File: src/rtl/id_regfile_pkg.sv
// rtl/id_regfile_pkg.sv - shared widths and write-back bundle for the decode register file
package id_regfile_pkg;

  localparam int D_SIZE        = 32;
  localparam int ADDR_LINE_REG = 5;
  localparam int NUM_REGS      = 2 ** ADDR_LINE_REG;
  localparam int PEND_W        = 2;

  typedef struct packed {
    logic                     en;
    logic [ADDR_LINE_REG-1:0] addr;
    logic [D_SIZE-1:0]        data;
  } wb_t;

endpackage

File: src/rtl/id_scoreboard.sv
// rtl/id_scoreboard.sv - per-register pending-write counters, sticky overflow, per-source pending flags
module id_scoreboard
  import id_regfile_pkg::*;
#(
  parameter int ADDR_LINE_REG = id_regfile_pkg::ADDR_LINE_REG,
  parameter int PEND_W        = id_regfile_pkg::PEND_W
) (
  input  logic                     clk,
  input  logic                     rst,
  input  logic                     i_inc_en,
  input  logic [ADDR_LINE_REG-1:0] i_inc_addr,
  input  logic                     i_dec_en,
  input  logic [ADDR_LINE_REG-1:0] i_dec_addr,
  input  logic [ADDR_LINE_REG-1:0] i_rs1_addr,
  input  logic [ADDR_LINE_REG-1:0] i_rs2_addr,
  output logic                     o_rs1_pend,
  output logic                     o_rs2_pend,
  output logic                     o_rs1_one,
  output logic                     o_rs2_one,
  output logic                     o_pend_ovf
);

  localparam int NREGS = 2 ** ADDR_LINE_REG;
  localparam logic [PEND_W-1:0] CNT_MAX = '1;
  localparam logic [PEND_W-1:0] CNT_ONE = PEND_W'(1);

  logic [PEND_W-1:0] r_cnt [NREGS];
  logic              r_ovf;
  logic [NREGS-1:0]  w_inc_vec;
  logic [NREGS-1:0]  w_dec_vec;
  logic              w_ovf_hit;

  // register 0 is never tracked, so neither vector can select it
  always_comb begin
    w_inc_vec = '0;
    w_dec_vec = '0;
    if (i_inc_en && i_inc_addr != '0) w_inc_vec[i_inc_addr] = 1'b1;
    if (i_dec_en && i_dec_addr != '0) w_dec_vec[i_dec_addr] = 1'b1;
  end

  assign w_ovf_hit = |(w_inc_vec & ~w_dec_vec) && (r_cnt[i_inc_addr] == CNT_MAX);

  always_ff @(posedge clk or posedge rst) begin
    if (rst) begin
      for (int i = 0; i < NREGS; i++) r_cnt[i] <= '0;
      r_ovf <= 1'b0;
    end else begin
      for (int i = 1; i < NREGS; i++) begin
        if (w_inc_vec[i] && !w_dec_vec[i]) begin
          if (r_cnt[i] != CNT_MAX) r_cnt[i] <= r_cnt[i] + CNT_ONE;
        end else if (w_dec_vec[i] && !w_inc_vec[i]) begin
          if (r_cnt[i] != '0) r_cnt[i] <= r_cnt[i] - CNT_ONE;
        end
      end
      if (w_ovf_hit) r_ovf <= 1'b1;
    end
  end

  assign o_rs1_pend = (i_rs1_addr != '0) && (r_cnt[i_rs1_addr] != '0);
  assign o_rs2_pend = (i_rs2_addr != '0) && (r_cnt[i_rs2_addr] != '0);
  assign o_rs1_one  = (r_cnt[i_rs1_addr] == CNT_ONE);
  assign o_rs2_one  = (r_cnt[i_rs2_addr] == CNT_ONE);
  assign o_pend_ovf = r_ovf;

endmodule

File: src/rtl/id_regfile.sv
// rtl/id_regfile.sv - decode register file with pending-write stall; REGFILE_BYPASS_EN enables write-back forwarding
module id_regfile
  import id_regfile_pkg::*;
#(
  parameter int D_SIZE        = id_regfile_pkg::D_SIZE,
  parameter int ADDR_LINE_REG = id_regfile_pkg::ADDR_LINE_REG,
  parameter int PEND_W        = id_regfile_pkg::PEND_W
) (
  input  logic                     clk,
  input  logic                     rst,
  input  logic                     mem_to_reg_f_wb_to_id,
  input  logic [ADDR_LINE_REG-1:0] reg_addr_f_wb_id,
  input  logic [D_SIZE-1:0]        reg_data_f_wb_id,
  input  logic [ADDR_LINE_REG-1:0] rs1_addr_id,
  input  logic [ADDR_LINE_REG-1:0] rs2_addr_id,
  output logic [D_SIZE-1:0]        rs1_data_id,
  output logic [D_SIZE-1:0]        rs2_data_id,
  input  logic                     issue_valid_id,
  input  logic                     issue_rd_we_id,
  input  logic [ADDR_LINE_REG-1:0] issue_rd_id,
  output logic                     stall_id,
  output logic                     pend_ovf
);

  localparam int NREGS = 2 ** ADDR_LINE_REG;

  logic [D_SIZE-1:0] r_regs [NREGS];
  wb_t               w_wb;
  logic              w_wr_en;
  logic              w_rs1_pend, w_rs2_pend;
  logic              w_rs1_one, w_rs2_one;
  logic              w_rs1_stall, w_rs2_stall;

  assign w_wb.en   = mem_to_reg_f_wb_to_id;
  assign w_wb.addr = reg_addr_f_wb_id;
  assign w_wb.data = reg_data_f_wb_id;
  assign w_wr_en   = w_wb.en && (w_wb.addr != '0);

  always_ff @(posedge clk or posedge rst) begin
    if (rst) begin
      for (int i = 0; i < NREGS; i++) r_regs[i] <= '0;
    end else if (w_wr_en) begin
      r_regs[w_wb.addr] <= w_wb.data;
    end
  end

  id_scoreboard #(
    .ADDR_LINE_REG(ADDR_LINE_REG),
    .PEND_W       (PEND_W)
  ) u_scoreboard (
    .clk       (clk),
    .rst       (rst),
    .i_inc_en  (issue_valid_id && issue_rd_we_id),
    .i_inc_addr(issue_rd_id),
    .i_dec_en  (w_wb.en),
    .i_dec_addr(w_wb.addr),
    .i_rs1_addr(rs1_addr_id),
    .i_rs2_addr(rs2_addr_id),
    .o_rs1_pend(w_rs1_pend),
    .o_rs2_pend(w_rs2_pend),
    .o_rs1_one (w_rs1_one),
    .o_rs2_one (w_rs2_one),
    .o_pend_ovf(pend_ovf)
  );

`ifdef REGFILE_BYPASS_EN
  logic w_rs1_hit, w_rs2_hit;

  assign w_rs1_hit   = w_wr_en && (w_wb.addr == rs1_addr_id);
  assign w_rs2_hit   = w_wr_en && (w_wb.addr == rs2_addr_id);
  assign rs1_data_id = w_rs1_hit ? w_wb.data : r_regs[rs1_addr_id];
  assign rs2_data_id = w_rs2_hit ? w_wb.data : r_regs[rs2_addr_id];
  // the last outstanding write is landing now, so the forwarded value is final
  assign w_rs1_stall = w_rs1_pend && !(w_rs1_hit && w_rs1_one);
  assign w_rs2_stall = w_rs2_pend && !(w_rs2_hit && w_rs2_one);
`else
  logic w_unused_one;

  assign w_unused_one = w_rs1_one ^ w_rs2_one;
  assign rs1_data_id  = r_regs[rs1_addr_id];
  assign rs2_data_id  = r_regs[rs2_addr_id];
  assign w_rs1_stall  = w_rs1_pend;
  assign w_rs2_stall  = w_rs2_pend;
`endif

  assign stall_id = w_rs1_stall || w_rs2_stall;

endmodule

File: config.mk
export PLATFORM = sky130hd
export DESIGN_NAME = id_regfile
export DESIGN_NICKNAME = d
export VERILOG_FILES = /design/src/rtl/id_regfile_pkg.sv /design/src/rtl/id_scoreboard.sv /design/src/rtl/id_regfile.sv
export SDC_FILE = /design/constraint.sdc
export NUM_CORES = 2
export LEC_CHECK = 0
export ABC_AREA = 1
export BUFFER_PORTS_ARGS = -buffer_cell sky130_fd_sc_hd__buf_2
export CELL_PAD_IN_SITES_DETAIL_PLACEMENT = 1
export CELL_PAD_IN_SITES_GLOBAL_PLACEMENT = 1
export CORE_MARGIN = 2
export CORE_UTILIZATION = 45
export CTS_BUF_LIST = sky130_fd_sc_hd__clkbuf_8 sky130_fd_sc_hd__clkbuf_16
export DETAILED_ROUTE_END_ITERATION = 10
export PLACE_DENSITY_LB_ADDON = 0.12
export RECOVER_POWER = 50
export SYNTH_ARGS = -nofsm -noshare
export SYNTH_HDL_FRONTEND = slang
export SYNTH_HIERARCHICAL = 1
export SYNTH_SLANG_ARGS = --single-unit
File: constraint.sdc
create_clock -name clk -period 82 [get_ports clk]
set_input_delay 4.1 -clock clk [delete_from_list [all_inputs] [get_ports clk]]
set_output_delay 4.1 -clock clk [all_outputs]
set_load 0.01 [all_outputs]
After elaboration in Yosys (flattened, before gate mapping)
Index checks and enable logic that the tools add are counted.

$add $sub $neg: 62. $lt $le $gt $ge: 9. Eq/ne operators: 63. Multiplexer cells: 148. Bitwise logic cells: 6. Reductions and logical operators: 265.

Operator list (count): bitwise mux 1024 bit (1); binary-select mux 32 bit (select 5 bit) (2); 2-to-1 mux 2 bit (130); 2-to-1 mux 32 bit (7); nonzero test 2 bit (95); demux 32 bit (select 5 bit) (1); inequality test 2 bit, second input constant (62); AND reduction 3 bit (31); logical AND 1 bit (71); adder 2 x 1 -> 2 bit, second input constant (31); zero test 1 bit (62); subtractor 2 x 1 -> 2 bit, second input constant (31); AND 32 bit (1); NOT 32 bit (1); OR reduction 32 bit (1); binary-select mux 2 bit (select 5 bit) (3); >= comparator 6 bit, second input constant (4); NOT 5 -> 6 bit (4); nonzero test 5 bit (4); less-than comparator 5 x 6 -> 1 bit, second input constant (2); demux 1 bit (select 5 bit) (2); >= comparator 5 x 1 -> 1 bit, second input constant (2); less-than comparator 6 x 1 -> 1 bit, second input constant (1); == test 2 bit, second input constant (1); other kinds (2) (3).

Bits in registers: 1087. Input port bits: 57.

Logic depth before layout (Yosys ltp)
Word-level depth: 9. Depth in mapped cells: 13.

By module
Netlist, hierarchy kept.

By module, submodules not included: id_regfile (times used 1, cells an instance 8275, area an instance 56387.8 um^2, sequential area each 25624.6 um^2); id_scoreboard (times used 1, cells an instance 946, area an instance 5677.9 um^2, sequential area each 1576.5 um^2).

Worst setup path after synthesis
OpenSTA, ideal clock, no wires.

Path type: input -> output. Start: input rs2_addr_id[0]. End: output rs2_data_id[0]. Data arrival time: 5.365 ns. Slack: 72.535 ns. Stages: 12. Buffers on the path: 3. Cell sequence: buf_2 inv_2 clkbuf_1 clkbuf_1 nand2_1 nand3_1 nand3_1 nand2_1 nand2_1 nand2_1 nand2_1 nand2_1.

Cells in the longest elaborated chain, start to end: 4.

RTL lines: start, declared (line id_regfile.sv:15) `input logic [ADDR_LINE_REG-1:0] rs2_addr_id,`; NOT 5 -> 6 bit (not written as such) (line id_regfile.sv:81) `assign rs2_data_id = r_regs[rs2_addr_id];`; binary-select mux 32 bit (select 5 bit) (line id_regfile.sv:81); 2-to-1 mux 32 bit (not written as such) (2 in a row) (line id_regfile.sv:81); end, declared (line id_regfile.sv:17) `output logic [D_SIZE-1:0] rs2_data_id,`.

Every way passes these cells. The select of a mux whose other input is x is not followed.

==> impl_results.md <==
* Ys Warns at 10
* Largest net degree at the start of global routing at roughly 180
* Status: complete, but fails checks
* RSZ-0062 raised after global routing: false
* Max Fclk at 62.2 MHz
* Remaining global-route overflow at 0
* Clock root buffer: clkbuf_16
* GPL Wtd Cong at 0.874
* DR vias at 65.0k
* Most common cell after layout, fill and taps aside: nand2_1
* # Post-CTS Setup Buffers at 0
* Slew margin rel. at -520%
* PwrDens at 24.3 nW/µm²
* WP data arrival at ~15000 ps
* Worst Tran Pin Value at 9310 ps
* Core Area at about 140000 µm²
* Clk slew on worst S/H paths at 60 ps
* Reg2reg start: u_scoreboard/r_cnt[30]
* CP required at 80530 ps
* Initial Utilization at a little under half
* Htree depth at 4
* Area delta synth->final at 7.48%
* First-pass GRT wire length at 410000 µm
* Final setup vio count at 0
* Max Cap Viol at 30
* Die H at 375 µm
* Synth Net Count at 9303
* Io pins at roughly 120
* Die width at about 380 µm
* Leakage at 32.1 nW
* Max VDD drop at 0.0179 mV
* Synth Cell Area at 62000 µm²
* Nets@finish at 8860
* Slew Limit Fails at 1613
* Vias in the first global route at about 66k
* Critical Path End Type: async pin
* Top fanout value on the critical path at approximately 170
* Share of layout cells above drive strength 1 at 4.78%
* CTS resizes at 0
* Clk sink count at ~1.1k
* Mean Syn Cell Area at 6.73 µm²
* IO buf count at 122
* Total clock buffers created by CTS at approximately 130
* TritonCTS clock tree: done
* Cell mode on critical path: clkbuf_1
* Slowest stage cell, crit path: clkbuf_1
* Clk Latency, worst-skew pair at 770 ps
* WS Path Type: input pin to async pin
* Startpoint Class: input pin
* Setup TNS at 0 ps
* Hold path start: r_regs[1006]
* Final ANT Viol Nets at 0
* DP Worst Slack at 69900 ps
* Rows at 136
* Antenna violations before repair at 7
* Drt drc at 0
* Tmin final at around 16000 ps
* Vias per cell at roughly 6.1
* Initial DRC count at 6457
* CTS max path bufs at 3
* Failing checks: max-capacitance violations, max-slew violations
* GRT Resource Usage Total at 37.6%
* CTS Hold Bufs at 0
* Total die area at ~140000 µm²
* Final HPWL DP at roughly 140000 µm
* Worst path cell trace: clkbuf_1 > clkinvlp_2 > clkbuf_1
* Commonest non-fill, non-tap cells in the layout: 4067 x nand2_1, 1608 x nand3_1, 1087 x dfrtp_1
* WL/cell at 25.0 µm
* Cell count after synthesis at ~9k
* PnR worst setup slack at 65910 ps
* Final period util at 19.6%
* Clock skew at ~18 ps
* Initial DRT Pass Iterations at 6
* CP Launch Point: rst
* Min-delay worst type: flip-flop to flip-flop
* Final Hold Vio Count at 0
* Max stage delay on crit path at 6740 ps
* Final wirelength at 267000 µm
==> path summary, 6_finish.rpt <==
check	end	slack, ps	cells after the start
worst max-delay path	r_regs[346]	65910	3
worst min-delay path	r_regs[1006]	400	0
worst max register to register	u_scoreboard/o_pend_ovf	80530	10
worst min register to register	r_regs[1006]	400	0
max in group clk	rs2_data_id[27]	69760	12
min in group asynchronous	u_scoreboard/r_cnt[8]	4820	3
==> where the power goes <==
part           total, mW  switching [mW]  internal [mW]
registers          0.715          0.0815          0.634
logic              0.310           0.205          0.106
clock network      0.595           0.251          0.344
==> per-stage QoR <==
stage | utilization (%) | instance area (µm²) | instances | total power, mW | hold WS [ps]
finish | 48.6 | 66700 | 10700 | 1.62 | 402
global placement | 45.6 | 62600 | 10400 | 1.01 | 387
CTS | 48.8 | 66900 | 10700 | 1.62 | 404
detailed placement | 45.6 | 62600 | 10400 | 1.03 | 391
floorplan | - | 62000 | 9215 | 0.923 | 451
global route | 48.6 | 66700 | 10700 | 1.70 | 415
==> flip-flops by register name, indices dropped and copies added (netlist names) <==
name	flops
u_scoreboard/r_cnt	62
u_scoreboard/o_pend_ovf	1
r_regs	1024
==> area by class of cell <==
cell class	count	area [µm²]
Fill cell	17800	70500
Timing Repair Buffer	199	1310
Clock inverter	73	519
Inverter	134	558
Antenna cell	3	7.51
Multi-Input combinational cell	7218	31000
Tap cell	1794	2240
Sequential cell	1087	27200
Clock buffer	165	3810
==> worst max-delay path, delay by kind of cell <==
family / cells / cell delay (ps)
buffers and inverters: 3 / 10180
==> routing by layer <==
metal / share of wire [%] / GRT usage (%) / vias up
li1: - / - / 28900
met1: 42 / 50.0 / 32700
met2: 46 / 60.9 / 2578
met3: 7.3 / 5.62 / 694
met4: 4.7 / 16.5 / 2
met5: 0.0045 / 0 / -
Power figures use the tool's default switching activity.
